===== src/rtl/abs_diff_accum.sv =====
// Purpose : multi-lane sum-of-absolute-differences accumulator; sums per-lane |A-B| over an in_last-delimited packet.
// Latency : two register stages; the last beat accepted in cycle N gives out_valid in cycle N+2.
// Backpressure: en = !out_valid | out_ready drives in_ready; while a result waits, both stages and the accumulator freeze.
//
// Ports:
//   clk, rst            rising-edge clock, synchronous active-high reset
//   in_valid/in_ready   input beat handshake; in_a/in_b carry LANES operands, lane i at [i*WIDTH +: WIDTH]
//   in_last             marks the final beat of a packet
//   out_valid/out_ready result handshake; out_sad = packet SAD, out_beats = beat count (wraps at CNT_W)
//   out_ovf             sticky per-packet saturation flag (tied 0 unless ABS_DIFF_ACCUM_SAT_EN is defined)
//
// Build option: define ABS_DIFF_ACCUM_SAT_EN to saturate the accumulator at 2^ACC_W-1 and report out_ovf.
// Without it, the accumulator wraps modulo 2^ACC_W.
// ACC_W must be >= WIDTH + clog2(LANES) so that a single beat's lane sum cannot overflow.
module abs_diff_accum #(
    parameter int WIDTH      = 16,
    parameter int LANES      = 4,
    parameter int ACC_W      = 32,
    parameter int CNT_W      = 16,
    parameter int SIGNED_OPS = 0
) (
    input  logic                   clk,
    input  logic                   rst,
    input  logic                   in_valid,
    output logic                   in_ready,
    input  logic [LANES*WIDTH-1:0] in_a,
    input  logic [LANES*WIDTH-1:0] in_b,
    input  logic                   in_last,
    output logic                   out_valid,
    input  logic                   out_ready,
    output logic [ACC_W-1:0]       out_sad,
    output logic [CNT_W-1:0]       out_beats,
    output logic                   out_ovf
);

    // Sign-extends into WIDTH+1 bits, so one subtraction covers both signed and unsigned operands.
    // The magnitude always fits in WIDTH bits; the clip only guards the top bit.
    function automatic logic [WIDTH-1:0] abs_diff(input logic [WIDTH-1:0] a, input logic [WIDTH-1:0] b);
        logic [WIDTH:0] ea;
        logic [WIDTH:0] eb;
        logic [WIDTH:0] d;
        ea = {(SIGNED_OPS != 0) & a[WIDTH-1], a};
        eb = {(SIGNED_OPS != 0) & b[WIDTH-1], b};
        if ($signed(ea) >= $signed(eb))
            d = ea - eb;
        else
            d = eb - ea;
        return d[WIDTH] ? {WIDTH{1'b1}} : d[WIDTH-1:0];
    endfunction

    logic                 en;
    logic [WIDTH-1:0]     diff_d [LANES];
    logic [WIDTH-1:0]     diff_q [LANES];
    logic                 s1_valid;
    logic                 s1_last;
    logic [ACC_W-1:0]     lanesum;
    logic [ACC_W-1:0]     acc;
    logic [ACC_W-1:0]     acc_next;
    logic [CNT_W-1:0]     cnt;
    logic [CNT_W-1:0]     cnt_next;
    logic                 load_res;

    assign en       = !out_valid || out_ready;
    assign in_ready = en;

    for (genvar i = 0; i < LANES; i++) begin : g_lane
        assign diff_d[i] = abs_diff(in_a[i*WIDTH +: WIDTH], in_b[i*WIDTH +: WIDTH]);
    end

    // Stage 1: register per-lane differences.
    always_ff @(posedge clk) begin
        if (rst) begin
            s1_valid <= 1'b0;
            s1_last  <= 1'b0;
            for (int i = 0; i < LANES; i++)
                diff_q[i] <= '0;
        end else if (en) begin
            s1_valid <= in_valid;
            s1_last  <= in_last;
            for (int i = 0; i < LANES; i++)
                diff_q[i] <= diff_d[i];
        end
    end

    always_comb begin
        lanesum = '0;
        for (int i = 0; i < LANES; i++)
            lanesum = lanesum + ACC_W'(diff_q[i]);
    end

    assign cnt_next = cnt + CNT_W'(1);
    assign load_res = en && s1_valid && s1_last;

`ifdef ABS_DIFF_ACCUM_SAT_EN
    logic [ACC_W:0] sum_ext;
    logic           ovf_acc;
    logic           ovf_next;
    logic           ovf_out;

    assign sum_ext  = {1'b0, acc} + {1'b0, lanesum};
    assign acc_next = sum_ext[ACC_W] ? {ACC_W{1'b1}} : sum_ext[ACC_W-1:0];
    assign ovf_next = ovf_acc || sum_ext[ACC_W];

    // Sticky flag follows the accumulator: cleared at packet end, captured with the result.
    always_ff @(posedge clk) begin
        if (rst) begin
            ovf_acc <= 1'b0;
            ovf_out <= 1'b0;
        end else if (en && s1_valid) begin
            if (s1_last) begin
                ovf_out <= ovf_next;
                ovf_acc <= 1'b0;
            end else begin
                ovf_acc <= ovf_next;
            end
        end
    end

    assign out_ovf = ovf_out;
`else
    assign acc_next = acc + lanesum;
    assign out_ovf  = 1'b0;
`endif

    // Stage 2: accumulate and present the packet result.
    always_ff @(posedge clk) begin
        if (rst) begin
            acc       <= '0;
            cnt       <= '0;
            out_valid <= 1'b0;
            out_sad   <= '0;
            out_beats <= '0;
        end else begin
            // A fresh load in the same cycle as a handoff keeps out_valid high.
            if (out_valid && out_ready && !load_res)
                out_valid <= 1'b0;
            if (en && s1_valid) begin
                if (s1_last) begin
                    out_sad   <= acc_next;
                    out_beats <= cnt_next;
                    out_valid <= 1'b1;
                    acc       <= '0;
                    cnt       <= '0;
                end else begin
                    acc <= acc_next;
                    cnt <= cnt_next;
                end
            end
        end
    end

endmodule


===== config.mk =====
export PLATFORM = sky130hd
export DESIGN_NAME = abs_diff_accum
export DESIGN_NICKNAME = d
export VERILOG_FILES = /design/src/rtl/abs_diff_accum.sv
export SDC_FILE = /design/constraint.sdc
export NUM_CORES = 1
export LEC_CHECK = 0
export ABC_AREA = 1
export BUFFER_PORTS_ARGS = -buffer_cell sky130_fd_sc_hd__buf_4
export CORE_MARGIN = 5
export CORE_UTILIZATION = 62
export DETAILED_ROUTE_END_ITERATION = 6
export PLACE_DENSITY = 0.82
export SLEW_MARGIN = 20
export SYNTH_ARGS = -nofsm -noshare
export SYNTH_HDL_FRONTEND = slang
export SYNTH_SLANG_ARGS = --single-unit

===== constraint.sdc =====
create_clock -name clk -period 4.8 [get_ports clk]
set_input_delay 0.96 -clock clk [delete_from_list [all_inputs] [get_ports clk]]
set_output_delay 0.96 -clock clk [all_outputs]
set_load 0.1 [all_outputs]

==> metrics.txt <==
Leak=11.8 nW; total power=0.00811 W; final setup fails=0; Synth async-reset ratio=0; Hold Crit Class=register to register; final hold viol count=0; drt total wl=49400 um; max incr delay on CP=0.55 ns; Area Overhead vs Synth=11.2%; fin crit period=3.93 ns; Congestion Overflow GR=0; DRT antenna net count=0; CP Max Fanout=4; XOR/XNOR Fraction of Synth Area=0.0351; DP HPWL=40100 um; Std-Cell Rows=62; number of global-route vias before repair=17488; CTS HTree Levels=4; cell count after synthesis=2978; Met2 Wirelength=23200 um; DR iter-0 viols=1258; most used cell, CP=inv_1; Mapped Area=18200 um2; Ys Warns=0; Synth cell types=42; IO Port Bufs=182; core area=28900 um2; worst-case clock buffer depth=2; syn_nets=3318; Critical Path, Cell by Cell=inv_1 -> fa_1 -> inv_1 -> fa_1 -> inv_1 -> fa_1 -> inv_1 -> ha_1 -> nand2_1 -> nor2_1 -> nand3_1 -> nand3_1 -> xor2_1 -> nand2_1 -> a21oi_1; initial antenna violation count=0; Slowest-stage cell, CP=fa_1; CP required=5.16 ns; Crit Path Class=register to register; post-synthesis compound-gate area fraction=0.0896; max-capacitance violation count=0; CTS tree=built; clk slew on worst S/H paths=0.07 ns; CP Launch Type=register; Root Buffer=clkbuf_16; Metal-1 WL=22000 um; Via Count=18115; fraction of the mapped netlist area in simple logic gates=0.332; setup TNS=0 ns; placer congestion estimate=0.984; Slew @ Worst Pin=0.994 ns; fin crit share=0.820; Die ar.=32900 um2; post-synthesis mux area share=0; Skew-Pair Late Insertion Delay=0.44 ns; vias per std cell=5.16; wire per inst=14.1 um; WP buf/inv=4; Total Routing Usage GR=0.297; VDD IR max=0.459 mV; # diodes=0; highest clock rate=254 MHz; RSZ-0062 raised after global routing=no; largest net degree at the start of global routing=73; mean post-synth cell area=6.11 um2; CTS Buf Count=17; Post-synth EDFFs=64; Pwr per Cell Area=401 nW/um2; Post-route DRC=0; I/O pin total=184; chip height=181 um; highest metal used=met4; Clock Skew=0.00960 ns; family with the most delay on the worst path=adder cells; number of synthesized register bits=163; status=complete, no violations; die width=181 um; CTS resizes=0; Adder-Cell Fraction of Synth Area=0.165; slew margin rel.=0.337; DR WL met3=2860 um; largest family of logic cells by synthesized area=simple AND/OR/NAND/NOR gates; Worst Setup End Kind=register; register area share after synthesis=0.214; fin. max-slew vios=0; # hold bufs at CTS=0; post-CTS setup buffer count=0; Final #Nets=3451; CP arrival=4.29 ns; Most used DFF post-synth=dfxtp_1; layout cells sized above 1=0.0928; DR pass1 iterations=6; Sink Count=163; first-pass GRT wire length=82300 um; Starting Density=0.631
==> Yosys cell counts (2+ instances only) <==
master,instances,share of area
nand2_1,1021,0.21
nor2_1,164,0.034
inv_2,14,0.0029
o21ai_0,75,0.021
nand3_2,4,0.0022
a21oi_1,176,0.048
a21o_1,4,0.0016
o21ai_1,10,0.0027
buf_6,8,0.0049
buf_4,7,0.0029
inv_1,672,0.14
buf_2,23,0.0063
fa_1,55,0.060
nand4_1,28,0.0096
nand3_1,166,0.046
o21bai_1,20,0.0082
edfxtp_1,64,0.11
nor3_2,6,0.0033
nand2_2,23,0.0079
buf_1,2,0.00041
a22oi_1,2,0.00082
ha_1,152,0.10
clkbuf_2,12,0.0033
o21a_1,14,0.0058
clkbuf_1,22,0.0045
nor2_2,11,0.0038
xor2_1,56,0.027
xnor2_1,17,0.0082
or2_2,8,0.0027
dfxtp_1,99,0.11
nand3b_1,5,0.0021
nor3_1,28,0.0077
==> final cells by class <==
type / instances / area, um2
Multi-Input combinational cell: 2054 / 11300
Fill cell: 2629 / 8620
Sequential cell: 163 / 3900
Inverter: 687 / 2580
Timing Repair Buffer: 188 / 1410
Tap cell: 384 / 480
Clock buffer: 19 / 443
Clock inverter: 13 / 97.6
==> path summary, 6_finish.rpt <==
kind / from / end / slack [ns] / cells after the start
worst max register to register: acc[11]$_SDFFE_PP0P_ / acc[13]$_SDFFE_PP0P_ / 0.87 / 15
worst max-delay path: acc[11]$_SDFFE_PP0P_ / acc[13]$_SDFFE_PP0P_ / 0.87 / 15
worst min register to register: acc[4]$_SDFFE_PP0P_ / acc[4]$_SDFFE_PP0P_ / 0.47 / 2
worst min-delay path: acc[4]$_SDFFE_PP0P_ / acc[4]$_SDFFE_PP0P_ / 0.47 / 2
==> sequential cells by signal, indices dropped and copies added (netlist names) <==
register / flops
diff_q: 64
acc: 32
out_sad: 32
cnt: 16
out_beats: 16
out_valid: 1
s1_last: 1
s1_valid: 1
==> through the flow <==
step	cell area [um2]	hold slack [ns]	util	instances	worst slack [ns]
2_1_floorplan	18200	0.444	-	2978	1.42
3_3_place_gp	19700	0.454	0.683	3476	1.02
3_5_place_dp	19700	0.460	0.683	3476	0.944
4_1_cts	20200	0.470	0.701	3508	0.903
5_1_grt	20200	0.488	0.701	3508	0.665
6_report	20200	0.472	0.701	3508	0.865
==> power breakdown <==
group / internal (W) / switching, W / leakage [nW]
Clock: 0.000684 / 0.000598 / 0.269
Combinational: 0.00161 / 0.00355 / 9.99
Sequential: 0.00159 / 0.0000718 / 1.51
Total: 0.00389 / 0.00422 / 11.8
==> worst register-to-register path, delay by kind of cell, from the launching register on <==
kind | cells | cell delay [ns]
flip-flops | 1 | 0.35
AND/OR/NAND/NOR | 5 | 0.88
buffers and inverters | 4 | 0.22
XOR/XNOR | 1 | 0.32
adder cells (fa/ha/maj) | 4 | 1.95
AO/OA/AOI/OAI | 1 | 0.15
==> layout by cell type, fill, tap and decap left out, types with 5 or more instances in the layout <==
cell	n
edfxtp_1	64
fa_1	55
nand4_1	28
nand3_1	166
nand3b_1	5
or2_2	8
o21a_1	14
nor3_1	28
inv_1	673
xnor2_1	17
nand2_1	1020
xor2_1	56
nor2_2	11
o21bai_1	20
o21ai_0	75
inv_2	14
nor2_1	163
clkbuf_16	17
nand2_2	24
dfxtp_1	99
buf_4	188
nor3_2	6
o21ai_1	10
a21oi_1	176
ha_1	152
==> logic make-up (layout without fill, tap and decap cells) <==
group,Yosys count,count (layout)
simple gates,1469,1469
other cells,1,1
xor+xnor,73,73
compound gates,304,304
fa+ha+maj,207,207
flops,163,163
buf+inv,761,907
==> routing by layer <==
layer / global-route usage / up-vias
met2: 0.508 / 518
met5: 0 / -
met1: 0.396 / 8280
met3: 0.0368 / 91
li1: - / 9226
met4: 0.0895 / 0
Power figures use the tool's default switching activity.
